**src/rtl/seq_pkg.sv**
```systemverilog
// Shared definitions for the sequence generator and detector: FSM encoding, default sync pattern.
// The detector imports the same pattern so both ends of the loop-back agree on the header.
package seq_pkg;

  typedef enum logic [2:0] {
    ST_IDLE = 3'd0,
    ST_SYNC = 3'd1,
    ST_DATA = 3'd2,
    ST_PAR  = 3'd3,
    ST_GAP  = 3'd4
  } state_t;

  localparam int         DEF_PAT_W = 4;
  localparam logic [3:0] DEF_PAT   = 4'b1101;

  // Width of a down-counter that must hold any of the three phase lengths.
  function automatic int cnt_w(input int a, input int b, input int c);
    int m;
    m = a;
    if (b > m) m = b;
    if (c > m) m = c;
    return $clog2(m + 1);
  endfunction

endpackage

```
**src/rtl/seq_gen_tx_if.sv**
```systemverilog
// Request/serial-output bundle between a frame requester (master) and seq_gen_tx (slave).
// start/data_in flow in; dout, dout_valid, busy, done flow back.
interface seq_gen_tx_if #(
  parameter int DATA_W = 8
);
  logic              start;
  logic [DATA_W-1:0] data_in;
  logic              dout;
  logic              dout_valid;
  logic              busy;
  logic              done;

  modport master (output start, data_in, input dout, dout_valid, busy, done);
  modport slave  (input start, data_in, output dout, dout_valid, busy, done);
endinterface

```
**src/rtl/piso_shift.sv**
```systemverilog
// Parallel-in serial-out shift register, MSB presented on sout; load wins over shift.
// Zero latency from register to sout; no backpressure, shifts only when told.
module piso_shift #(
  parameter int W = 8
) (
  input  logic         clk,
  input  logic         clr_n,
  input  logic         load,
  input  logic         shift,
  input  logic [W-1:0] pdata,
  output logic         sout
);

  logic [W-1:0] sreg;

  always_ff @(posedge clk or negedge clr_n) begin
    if (!clr_n) begin
      sreg <= '0;
    end else if (load) begin
      sreg <= pdata;
    end else if (shift) begin
      sreg <= sreg << 1;
    end
  end

  assign sout = sreg[W-1];

endmodule

```
**src/rtl/seq_gen_tx.sv**
```systemverilog
// Serial frame transmitter: sync pattern, payload MSB first, optional even parity, idle gap.
// First bit one cycle after start is accepted; start is ignored (not queued) unless idle.
module seq_gen_tx
  import seq_pkg::*;
#(
  parameter int               PAT_W     = DEF_PAT_W,
  parameter logic [PAT_W-1:0] PAT       = PAT_W'(DEF_PAT),
  parameter int               DATA_W    = 8,
  parameter bit               PARITY_EN = 1'b1,
  parameter int               GAP       = 2
) (
  input  logic         clk,
  input  logic         clr_n,
  seq_gen_tx_if.slave  bus
);

  localparam int               CW       = cnt_w(PAT_W, DATA_W, GAP);
  localparam int               GAP_LAST = (GAP > 0) ? GAP - 1 : 0;
  // The first pattern bit goes out straight from PAT, so the register holds the rest.
  localparam logic [PAT_W-1:0] PAT_PRE  = PAT << 1;

  state_t          state, state_nxt;
  logic [CW-1:0]   cnt, cnt_nxt;
  logic            last;
  logic            ld, pat_shift, dat_shift;
  logic            pat_sout, dat_sout;
  logic            par_q;
  logic            dout_d, vld_d, busy_d, done_d;
  logic            dout_q, vld_q, busy_q, done_q;

  piso_shift #(.W(PAT_W)) u_pat (
    .clk   (clk),
    .clr_n (clr_n),
    .load  (ld),
    .shift (pat_shift),
    .pdata (PAT_PRE),
    .sout  (pat_sout)
  );

  piso_shift #(.W(DATA_W)) u_dat (
    .clk   (clk),
    .clr_n (clr_n),
    .load  (ld),
    .shift (dat_shift),
    .pdata (bus.data_in),
    .sout  (dat_sout)
  );

  assign last = (cnt == '0);

  // Outputs are computed for the next cycle and registered, so each shift
  // register advances in the same cycle its bit is handed to dout_d.
  always_comb begin
    state_nxt = state;
    cnt_nxt   = cnt;
    ld        = 1'b0;
    pat_shift = 1'b0;
    dat_shift = 1'b0;
    dout_d    = 1'b0;
    done_d    = 1'b0;
    case (state)
      ST_IDLE: begin
        cnt_nxt = '0;
        if (bus.start) begin
          ld        = 1'b1;
          state_nxt = ST_SYNC;
          cnt_nxt   = CW'(PAT_W - 1);
          dout_d    = PAT[PAT_W-1];
        end
      end
      ST_SYNC: begin
        if (last) begin
          state_nxt = ST_DATA;
          cnt_nxt   = CW'(DATA_W - 1);
          dout_d    = dat_sout;
          dat_shift = 1'b1;
        end else begin
          cnt_nxt   = cnt - CW'(1);
          dout_d    = pat_sout;
          pat_shift = 1'b1;
        end
      end
      ST_DATA: begin
        if (!last) begin
          cnt_nxt   = cnt - CW'(1);
          dout_d    = dat_sout;
          dat_shift = 1'b1;
        end else if (PARITY_EN) begin
          state_nxt = ST_PAR;
          cnt_nxt   = '0;
          dout_d    = par_q;
        end else begin
          done_d    = 1'b1;
          state_nxt = (GAP > 0) ? ST_GAP : ST_IDLE;
          cnt_nxt   = CW'(GAP_LAST);
        end
      end
      ST_PAR: begin
        done_d    = 1'b1;
        state_nxt = (GAP > 0) ? ST_GAP : ST_IDLE;
        cnt_nxt   = CW'(GAP_LAST);
      end
      ST_GAP: begin
        if (last) begin
          state_nxt = ST_IDLE;
          cnt_nxt   = '0;
        end else begin
          cnt_nxt   = cnt - CW'(1);
        end
      end
      default: begin
        state_nxt = ST_IDLE;
        cnt_nxt   = '0;
      end
    endcase
    vld_d  = (state_nxt == ST_SYNC) || (state_nxt == ST_DATA) || (state_nxt == ST_PAR);
    busy_d = (state_nxt != ST_IDLE);
  end

  always_ff @(posedge clk or negedge clr_n) begin
    if (!clr_n) begin
      state  <= ST_IDLE;
      cnt    <= '0;
      par_q  <= 1'b0;
      dout_q <= 1'b0;
      vld_q  <= 1'b0;
      busy_q <= 1'b0;
      done_q <= 1'b0;
    end else begin
      state  <= state_nxt;
      cnt    <= cnt_nxt;
      if (ld) begin
        par_q <= ^bus.data_in;
      end
      dout_q <= dout_d;
      vld_q  <= vld_d;
      busy_q <= busy_d;
      done_q <= done_d;
    end
  end

  assign bus.dout       = dout_q;
  assign bus.dout_valid = vld_q;
  assign bus.busy       = busy_q;
  assign bus.done       = done_q;

endmodule

```
**src/flat_wrapper.sv**
```systemverilog
// flat-port wrapper written by rule: the top's interface ports become plain ports
module seq_gen_tx_flat import seq_pkg::*;
#(
  parameter int               PAT_W     = DEF_PAT_W,
  parameter logic [PAT_W-1:0] PAT       = PAT_W'(DEF_PAT),
  parameter int               DATA_W    = 8,
  parameter bit               PARITY_EN = 1'b1,
  parameter int               GAP       = 2
)
  (clk, clr_n, bus_start, bus_data_in, bus_dout, bus_dout_valid, bus_busy, bus_done);
  seq_gen_tx_if #(.DATA_W(DATA_W)) bus_i ();
  input  logic clk;
  input  logic clr_n;
  input wire logic [$bits(bus_i.start)-1:0] bus_start;
  input wire logic [$bits(bus_i.data_in)-1:0] bus_data_in;
  output wire logic [$bits(bus_i.dout)-1:0] bus_dout;
  output wire logic [$bits(bus_i.dout_valid)-1:0] bus_dout_valid;
  output wire logic [$bits(bus_i.busy)-1:0] bus_busy;
  output wire logic [$bits(bus_i.done)-1:0] bus_done;
  assign bus_i.start = bus_start;
  assign bus_i.data_in = bus_data_in;
  assign bus_dout = bus_i.dout;
  assign bus_dout_valid = bus_i.dout_valid;
  assign bus_busy = bus_i.busy;
  assign bus_done = bus_i.done;
  seq_gen_tx #(.PAT_W(PAT_W), .PAT(PAT), .DATA_W(DATA_W), .PARITY_EN(PARITY_EN), .GAP(GAP)) u_core (.clk(clk), .clr_n(clr_n), .bus(bus_i));
endmodule
```
**config.mk**
```make
export PLATFORM = sky130hd
export DESIGN_NAME = seq_gen_tx_flat
export DESIGN_NICKNAME = d
export VERILOG_FILES = /design/src/rtl/seq_pkg.sv /design/src/rtl/seq_gen_tx_if.sv /design/src/rtl/piso_shift.sv /design/src/rtl/seq_gen_tx.sv /design/src/flat_wrapper.sv
export SDC_FILE = /design/constraint.sdc
export NUM_CORES = 1
export LEC_CHECK = 0
export CORE_MARGIN = 10
export CORE_UTILIZATION = 65
export DETAILED_ROUTE_END_ITERATION = 12
export DONT_BUFFER_PORTS = 1
export GPL_ROUTABILITY_DRIVEN = 0
export PLACE_DENSITY = 0.81
export SYNTH_ARGS = -nofsm -noshare
export SYNTH_HDL_FRONTEND = slang
export SYNTH_SLANG_ARGS = --single-unit
```
**constraint.sdc**
```tcl
create_clock -name clk -period 5.8 [get_ports clk]
set_input_delay 1.16 -clock clk [delete_from_list [all_inputs] [get_ports clk]]
set_output_delay 1.16 -clock clk [all_outputs]
set_load 0.01 [all_outputs]
```
Word-level counts from Yosys, hierarchy flattened

Cells that the tools add are included.

Output and inout port bits: 4
Register bits after elaboration: 24
Memories kept: 0
Word-level logic and storage cells: 49
Input port bits: 11
ROM bits: 0
Memory bits (writable): 0
Latch bits: 0

Bitwise operators: 0
Div/mod/pow operators: 0
Magnitude comparators: 0
Add/subtract/negate cells: 1
Multiply operators: 0
Shift operators: 0
Multiplexer cells: 23
Eq/ne operators: 7
Reductions and logical operators: 9

Operators with widths:

| kind                                                | number |
|---|---|
| two-way mux 4 bit                                   | 4 |
| two-way mux 8 bit                                   | 2 |
| case mux 4 bit (4 select lines)                     | 1 |
| case mux 3 bit (5 select lines)                     | 1 |
| equality test 3 x 2 -> 1 bit, second input constant | 4 |
| two-way mux 3 bit                                   | 4 |
| two-way mux 1 bit                                   | 8 |
| parity 8 bit                                        | 1 |
| equality test 3 x 1 -> 1 bit, second input constant | 2 |
| logical NOT 4 bit                                   | 1 |
| nonzero test 2 bit                                  | 2 |
| subtractor 4 x 1 -> 4 bit, second input constant    | 1 |
| equality test 3 bit, second input constant          | 1 |
| logical NOT 3 bit                                   | 1 |
| case mux 1 bit (3 select lines)                     | 1 |
| nonzero test 3 bit                                  | 1 |
| logical OR 1 bit                                    | 2 |
| two-way mux 2 bit                                   | 1 |
| case mux 1 bit (2 select lines)                     | 1 |
| OR reduction 2 bit                                  | 1 |

Longest topological paths before layout

Gate-level depths: netlist of the first run.

Depth in word-level cells: 6
Mapped depth: 6
Depth with buffers taken out: 4

Cells and area by module

Synthesis of the first run repeated with hierarchy kept, for this count alone.

Cells, all modules: 130
Area total of the unflattened synthesis: 1,283.7 sq um

Modules (own cells, without submodules):

| module                     | cells an instance | area each (sq um) | sequential area each (sq um) | instances |
|---|---|---|---|---|
| seq_gen_tx                 | 81                | 745.7             | 300.3                        | 1 |
| piso_shift at u_core.u_dat | 34                | 369.1             | 200.2                        | 1 |
| piso_shift at u_core.u_pat | 15                | 168.9             | 100.1                        | 1 |

Worst setup path before layout of the first run

No wires, ideal clock.

Kind: input-to-reg
Start point: in bus_start
End point: reg u_core.u_dat.sreg[1]
Buffers on the path: 1
Stages on the path: 4
Setup time: 0.121 ns
Arrival: 2.223 ns
Slack: 3.456 ns
Cell sequence: or3b_2 > clkbuf_1 > o22a_1 > o22a_1

Longest elaborated chain between the ends: 3
Elaborated cells on any way between the ends: 4
Classes of those cells: mux: 3; reduce/logical: 1

Ends and longest elaborated chain:

| element                                                 | line               | text |
|---|---|---|
| start: declaration                                      | flat_wrapper.sv:14 | `input wire logic [$bits(bus_i.start)-1:0] bus_start;` |
| two-way mux 1 bit *                                     | seq_gen_tx.sv:64   | `if (bus.start) begin` |
| two-way mux 1 bit *                                     | seq_gen_tx.sv:61   | `case (state)` |
| two-way mux 8 bit or nonzero test 2 bit (tied branches) | -                  |  |
| end signal: assignment                                  | piso_shift.sv:20   | `sreg <= pdata;` |
| end signal: assignment                                  | piso_shift.sv:22   | `sreg <= sreg << 1;` |
| end: declaration                                        | piso_shift.sv:14   | `logic [W-1:0] sreg;` |

Mark *: on every way between the ends. The rest lies on a longest branch, timed or not.
A chain may end at the register's enable or synchronous reset.

Final worst setup path of the first run

Start point: reg u_core.cnt[0]
End point: reg u_core.u_dat.sreg[2]

Longest elaborated chain between the ends: 4
Elaborated cells on any way between the ends: 5
Classes of those cells: mux: 3; reduce/logical: 2

Ends and longest elaborated chain:

| element                              | line                               | text |
|---|---|---|
| start: declaration                   | seq_gen_tx.sv:23                   | `logic [CW-1:0] cnt, cnt_nxt;` |
| start signal: assignment             | seq_gen_tx.sv:131                  | `cnt <= cnt_nxt;` |
| logical NOT 4 bit *                  | seq_gen_tx.sv:49                   | `assign last = (cnt == '0);` |
| two-way mux 1 bit (on tied branches) | seq_gen_tx.sv:84, seq_gen_tx.sv:72 |  |
| case mux 1 bit (2 select lines) *    | seq_gen_tx.sv:61                   |  |
| nonzero test 2 bit (no line) *       | -                                  |  |

Marked as above.

==> results of run 1 <==
[stage by stage]
step / hold WS [ps] / worst slack [ps] / power (mW)
3_3_place_gp: 468 / 3510 / 0.616
6_report: 501 / 3630 / 0.701
3_5_place_dp: 475 / 3490 / 0.638
5_1_grt: 515 / 3480 / 0.758
2_1_floorplan: 450 / 3460 / 0.584
4_1_cts: 507 / 3590 / 0.709
[cells in the mapped netlist, drive strengths merged (2+ instances only)]
library cell	instances
nor2	8
o22a	14
nor3	3
o311a	2
nand2b	2
nor2b	3
a21oi	6
nand2	4
clkbuf	4
inv	3
dfrtp	23
buf	2
o21ai	8
xnor2	8
[routing by layer]
| metal | part of all wire | vias to the layer above |
|---|---|---|
| met5 | 0 | - |
| met4 | 0 | 0 |
| met3 | 0.068 | 0 |
| met2 | 0.51 | 9 |
| met1 | 0.42 | 367 |
| li1 | - | 388 |
[sequential cells by signal, summed over array words and instances (netlist names)]
signal and flops:
u_core.bus.dout 1, u_core.state 3, u_core.bus.dout_valid 1, u_core.bus.busy 1
u_core.bus.done 1, u_core.u_dat.sreg 8, u_core.par_q 1, u_core.cnt 4
u_core.u_pat.sreg 3
[cell type report]
type / count / area (um2) / share of cell area
well taps: 25 / 31.3 / 0.0264
clock buffers: 4 / 26.3 / 0.0222
inverters: 3 / 11.3 / 0.00951
flip-flops and latches: 23 / 576 / 0.486
multi-input cells: 75 / 539 / 0.456
[cell families after synthesis]
family	after synthesis	share of synthesized area
AOI/OAI and AO/OA	37	0.244
and+or+nand+nor	27	0.133
DFF	23	0.498
xor gates and xnor gates	9	0.0682
buffers and inverters	9	0.0357
muxes	2	0.0216
[power groups by stage]
stage	logic (mW)	clock network [mW]	registers (mW)
3_3_place_gp	0.294	0	0.323
6_report	0.309	0.0706	0.322
5_1_grt	0.345	0.0794	0.334
4_1_cts	0.313	0.0734	0.323
2_1_floorplan	0.304	0	0.280
3_5_place_dp	0.311	0	0.327
[path summary, 6_finish.rpt]
path	start	slack [ps]	to	cells after the start
worst max-delay path	u_core.cnt[0]	3630	u_core.u_dat.sreg[2]	4
worst min-delay path	u_core.u_pat.sreg[1]	500	u_core.u_pat.sreg[2]	1
worst max register to register	u_core.cnt[0]	3630	u_core.u_dat.sreg[2]	4
worst min register to register	u_core.u_pat.sreg[1]	500	u_core.u_pat.sreg[2]	1
max in group asynchronous	clr_n	5190	u_core.state[0]	0
min in group asynchronous	clr_n	540	u_core.par_q	0
==> impl_metrics.env, run 1 <==
export IMPL_path_buf_inv=0
export IMPL_criticalPathCategory="reg2reg"
export IMPL_fin_crit_sh=0.375
export IMPL_ctsHtreeMaxLevel=1
export IMPL_drt_wl_total_um=2010
export IMPL_p_int_mw=0.422
export IMPL_setup_violations=0
export IMPL_grt_pass1_wl_um=3440
export IMPL_die_h_um=62.2
export IMPL_cts_hold_buffers=0
export IMPL_first_iter_violations=21
export IMPL_yosys_warnings=0
export IMPL_clock_skew_ps=5.14
export IMPL_synth_avg_cell_area_um2=10.8
export IMPL_met3_usage=0.0412
export IMPL_path_clk_slew_ps=120
export IMPL_synth_largest_area_cell="dfrtp_1"
export IMPL_dpl_instance_area_um2=1160
export IMPL_max_freq_mhz=460
export IMPL_final_cell_mix="dfrtp_1, o22a_1, nor2_1, xnor2_1, o21ai_0"
export IMPL_dpl_hpwl_um=1520
export IMPL_post_cts_resize_count=0
export IMPL_p_clk_frac=0.101
export IMPL_critPathLaunchType="flip-flop"
export IMPL_die_area_um2=3870
export IMPL_synth_area_leaders="dfrtp_1, o22a_1, xnor2_1"
export IMPL_grt_setup_unrepaired="no"
export IMPL_ioPinCount=15
export IMPL_synthDistinctLibCells=33
export IMPL_met1_usage=0.110
export IMPL_clk_latency_ps=290
export IMPL_vias=764
export IMPL_p_seq_frac=0.459
export IMPL_antenna_found_initial=0
export IMPL_tightest_slew_ps=745
export IMPL_syn_nets=118
export IMPL_clockBufferDepth=2
export IMPL_cp_slowest_cell="mux2i_2"
export IMPL_cts_setup_buffers=0
export IMPL_fillCellCount=137
export IMPL_drc=0
export IMPL_maxSlewViolCount=0
export IMPL_async_flop_share=1.00
export IMPL_firstDrtPassIters=4
export IMPL_max_stage_delay_ps=590
export IMPL_synth_area_um2=1160
export IMPL_die_w_um=62.2
export IMPL_drv_cap=0
export IMPL_drt_wirelength_per_cell_um=15.5
export IMPL_critical_path_top_delay_family="multiplexers"
export IMPL_cts_tree="built"
export IMPL_viasPerCell=5.88
export IMPL_hold_viol_final=0
export IMPL_worstPathCellList="nor4_4 > mux2i_2 > a21oi_4 > o22a_1"
export IMPL_root_buffer="clkbuf_4"
export IMPL_dp_cells=126
export IMPL_crit_fanout=9
export IMPL_fin_tns_setup_ps=0
export IMPL_postLayoutCellArea_um2=1180
export IMPL_maxSlewHeadroom=0.503
export IMPL_initial_utilization=0.677
export IMPL_fin_crit_ps=2170
export IMPL_combPwrFrac=0.440
export IMPL_coreArea_um2=1710
export IMPL_power_switching_mw=0.280
export IMPL_hold_class="reg2reg"
export IMPL_antennaDiodeCount=0
export IMPL_row_count=15
export IMPL_drive_gt1_frac=0.0857
export IMPL_synth_flop_cell="dfrtp_1"
export IMPL_outcome="complete, no violations"
export IMPL_antenna_left=0
export IMPL_synth_top_cell_area_share=0.498
export IMPL_crit_arrival_ps=2370
export IMPL_worstSetupEndpointType="flip-flop"
export IMPL_nNetsFinal=117
export IMPL_ys_seq_elements=23
export IMPL_grt_start_max_net_pins=25
export IMPL_utilization=0.693
export IMPL_area_growth_synth_to_final_pct=2.38
export IMPL_syn_inst=107
export IMPL_port_buffers=0
export IMPL_gr_usage_met2=0.183
export IMPL_ys_seq_area_frac=0.498
export IMPL_overflow=0
export IMPL_cts_num_sinks=23
export IMPL_p_per_area_nw_per_um2=592
export IMPL_layout_commonest_cell="dfrtp_1"
export IMPL_top_usage_layer="met2"
export IMPL_numCtsBuffers=3
export IMPL_first_global_vias=792
export IMPL_synth_edf_count=0
export IMPL_gr_usage_all_layers=0.103
export IMPL_max_vdd_ir_drop_uv=317
export IMPL_p_sw_frac=0.399
export IMPL_required_ps=6000
export IMPL_p_leak_nw=0.467
export IMPL_finalNonFillerCells=130
Power figures use the tool's default switching activity.
==> inputs of run 2 (changes only) <==
CORE_UTILIZATION = 60   (was 65)
PLACE_DENSITY = 0.76   (was 0.81)
clock period = 2.1 ns   (was 5.8 ns; I/O delays follow)
==> impl_metrics.env, run 2 (same netlist as run 1, synthesis figures left out) <==
export IMPL_criticalPathCategory="reg2reg"
export IMPL_antenna_left=0
export IMPL_firstDrtPassIters=4
export IMPL_first_global_vias=773
export IMPL_fillCellCount=142
export IMPL_fin_crit_sh=0.820
export IMPL_r2r_start="u_core.cnt[0]"
export IMPL_required_ps=2290
export IMPL_clock_skew_ps=3.24
export IMPL_met1_usage=0.136
export IMPL_vias=772
export IMPL_grt_pass1_wl_um=3550
export IMPL_layout_commonest_cell="dfrtp_1"
export IMPL_drt_wirelength_per_cell_um=15.4
export IMPL_dp_cells=129
export IMPL_root_buffer="clkbuf_4"
export IMPL_utilization=0.682
export IMPL_holdPathStages=2
export IMPL_path_clk_slew_ps=110
export IMPL_fin_tns_setup_ps=0
export IMPL_maxSlewHeadroom=0.313
export IMPL_ff_latch_area_um2=576
export IMPL_clk_latency_ps=290
export IMPL_hold_viol_final=0
export IMPL_initial_utilization=0.648
export IMPL_first_iter_violations=20
export IMPL_hold_end="u_core.u_dat.sreg[0]"
export IMPL_crit_fanout=9
export IMPL_antennaDiodeCount=0
export IMPL_regToRegSetupSlack_ps=380
export IMPL_max_vdd_ir_drop_uv=881
export IMPL_grt_setup_unrepaired="no"
export IMPL_drive_gt1_frac=0.110
export IMPL_ioPinCount=15
export IMPL_drc=0
export IMPL_top_register="u_core.u_dat.sreg"
export IMPL_largest_reg_flops=8
export IMPL_viasPerCell=5.76
export IMPL_die_h_um=63.9
export IMPL_r2r_end="u_core.u_dat.sreg[7]"
export IMPL_port_buffers=0
export IMPL_dpl_hpwl_um=1520
export IMPL_drt_wl_total_um=2060
export IMPL_reg_top3="u_core.u_dat.sreg x8, u_core.cnt x4"
export IMPL_cts_num_sinks=23
export IMPL_hold_start="bus_data_in[0]"
export IMPL_grt_start_max_net_pins=24
export IMPL_overflow=0
export IMPL_tightest_slew_ps=1030
export IMPL_outcome="complete, no violations"
export IMPL_area_growth_synth_to_final_pct=5.20
export IMPL_post_cts_resize_count=0
export IMPL_hold_class="in2reg"
export IMPL_gr_usage_all_layers=0.104
export IMPL_final_cell_mix="dfrtp_1, o22a_1, nor2_1, xnor2_1, o21ai_0"
export IMPL_maxSlewViolCount=0
export IMPL_cts_tree="built"
export IMPL_die_area_um2=4080
export IMPL_critPathLaunchType="flip-flop"
export IMPL_p_leak_nw=0.486
export IMPL_nNetsFinal=121
export IMPL_numCtsBuffers=3
export IMPL_fin_crit_ps=1720
export IMPL_antenna_found_initial=0
export IMPL_top_usage_layer="met2"
export IMPL_r2r_cells=5
export IMPL_gr_usage_met2=0.163
export IMPL_crit_arrival_ps=1920
export IMPL_coreArea_um2=1780
export IMPL_drv_cap=0
export IMPL_setup_violations=0
export IMPL_row_count=15
export IMPL_worstSetupEndpointType="flip-flop"
export IMPL_finalNonFillerCells=134
export IMPL_p_per_area_nw_per_um2=1630
export IMPL_clockBufferDepth=2
export IMPL_met3_usage=0.0314
export IMPL_max_freq_mhz=580
export IMPL_ctsHtreeMaxLevel=1
export IMPL_multi_input_area_um2=539
export IMPL_die_w_um=63.9
## run 2: cell types whose count changed in the layout (fill, tap and decap cells not counted)
| cell | previous run | this run |
|---|---|---|
| buf_4 | 0 | 3 |
| dlygate4sd3_1 | 0 | 1 |
## run 2: worst max-delay path, cell delays in order (launching register included)
cell     delay [ps]
dfrtp_1         500
nor4_4          360
mux2i_2         240
buf_4           200
a21oi_4         100
o22a_1          220
## run 2: layer usage
metal,routed length (um),up-vias
met2,954,12
met3,105,2
met5,0,-
li1,-,395
met4,19,0
met1,981,363
## run 2: power by group
part           switching [mW]  total (mW)  internal [mW]
clock network           0.117       0.191         0.0738
logic                   0.437       0.922          0.484
registers               0.221       0.870          0.649
## run 2: through the flow
stage               hold WS, ps  worst slack (ps)  cell area (um2)  power [mW]
finish                      240               377             1220        1.98
global route                225               295             1220        2.17
CTS                         229               381             1220        2.00
detailed placement          125               402             1180        1.79
global placement            125               422             1180        1.76
floorplan                   124               243             1160        1.61
## run 2: final cells by class
type                    instances  share of cell area
repair buffers                  4              0.0267
inverters                       3             0.00926
flip-flops and latches         23               0.473
well taps                      25              0.0257
multi-input cells              75               0.443
clock buffers                   4              0.0216
## run 2: repair_timing
item,4_1_cts,5_1_grt
hold buffers,1,0
buffers inserted,0,0
endpoints found under the hold margin,23,0
endpoints found under the setup margin,0,0
## run 2: worst max path at each step
stage                          startpoint                    to  slack [ps]  depth (start not counted)
after global placement    u_core.state[1]  u_core.u_dat.sreg[5]         420                          3
after CTS                   u_core.cnt[0]  u_core.u_dat.sreg[7]         380                          5
final                       u_core.cnt[0]  u_core.u_dat.sreg[7]         380                          5
after global routing        u_core.cnt[0]  u_core.u_dat.sreg[3]         290                          5
after detailed placement  u_core.state[1]  u_core.u_dat.sreg[5]         400                          3
after floorplan             u_core.cnt[0]  u_core.u_dat.sreg[1]         240                          5
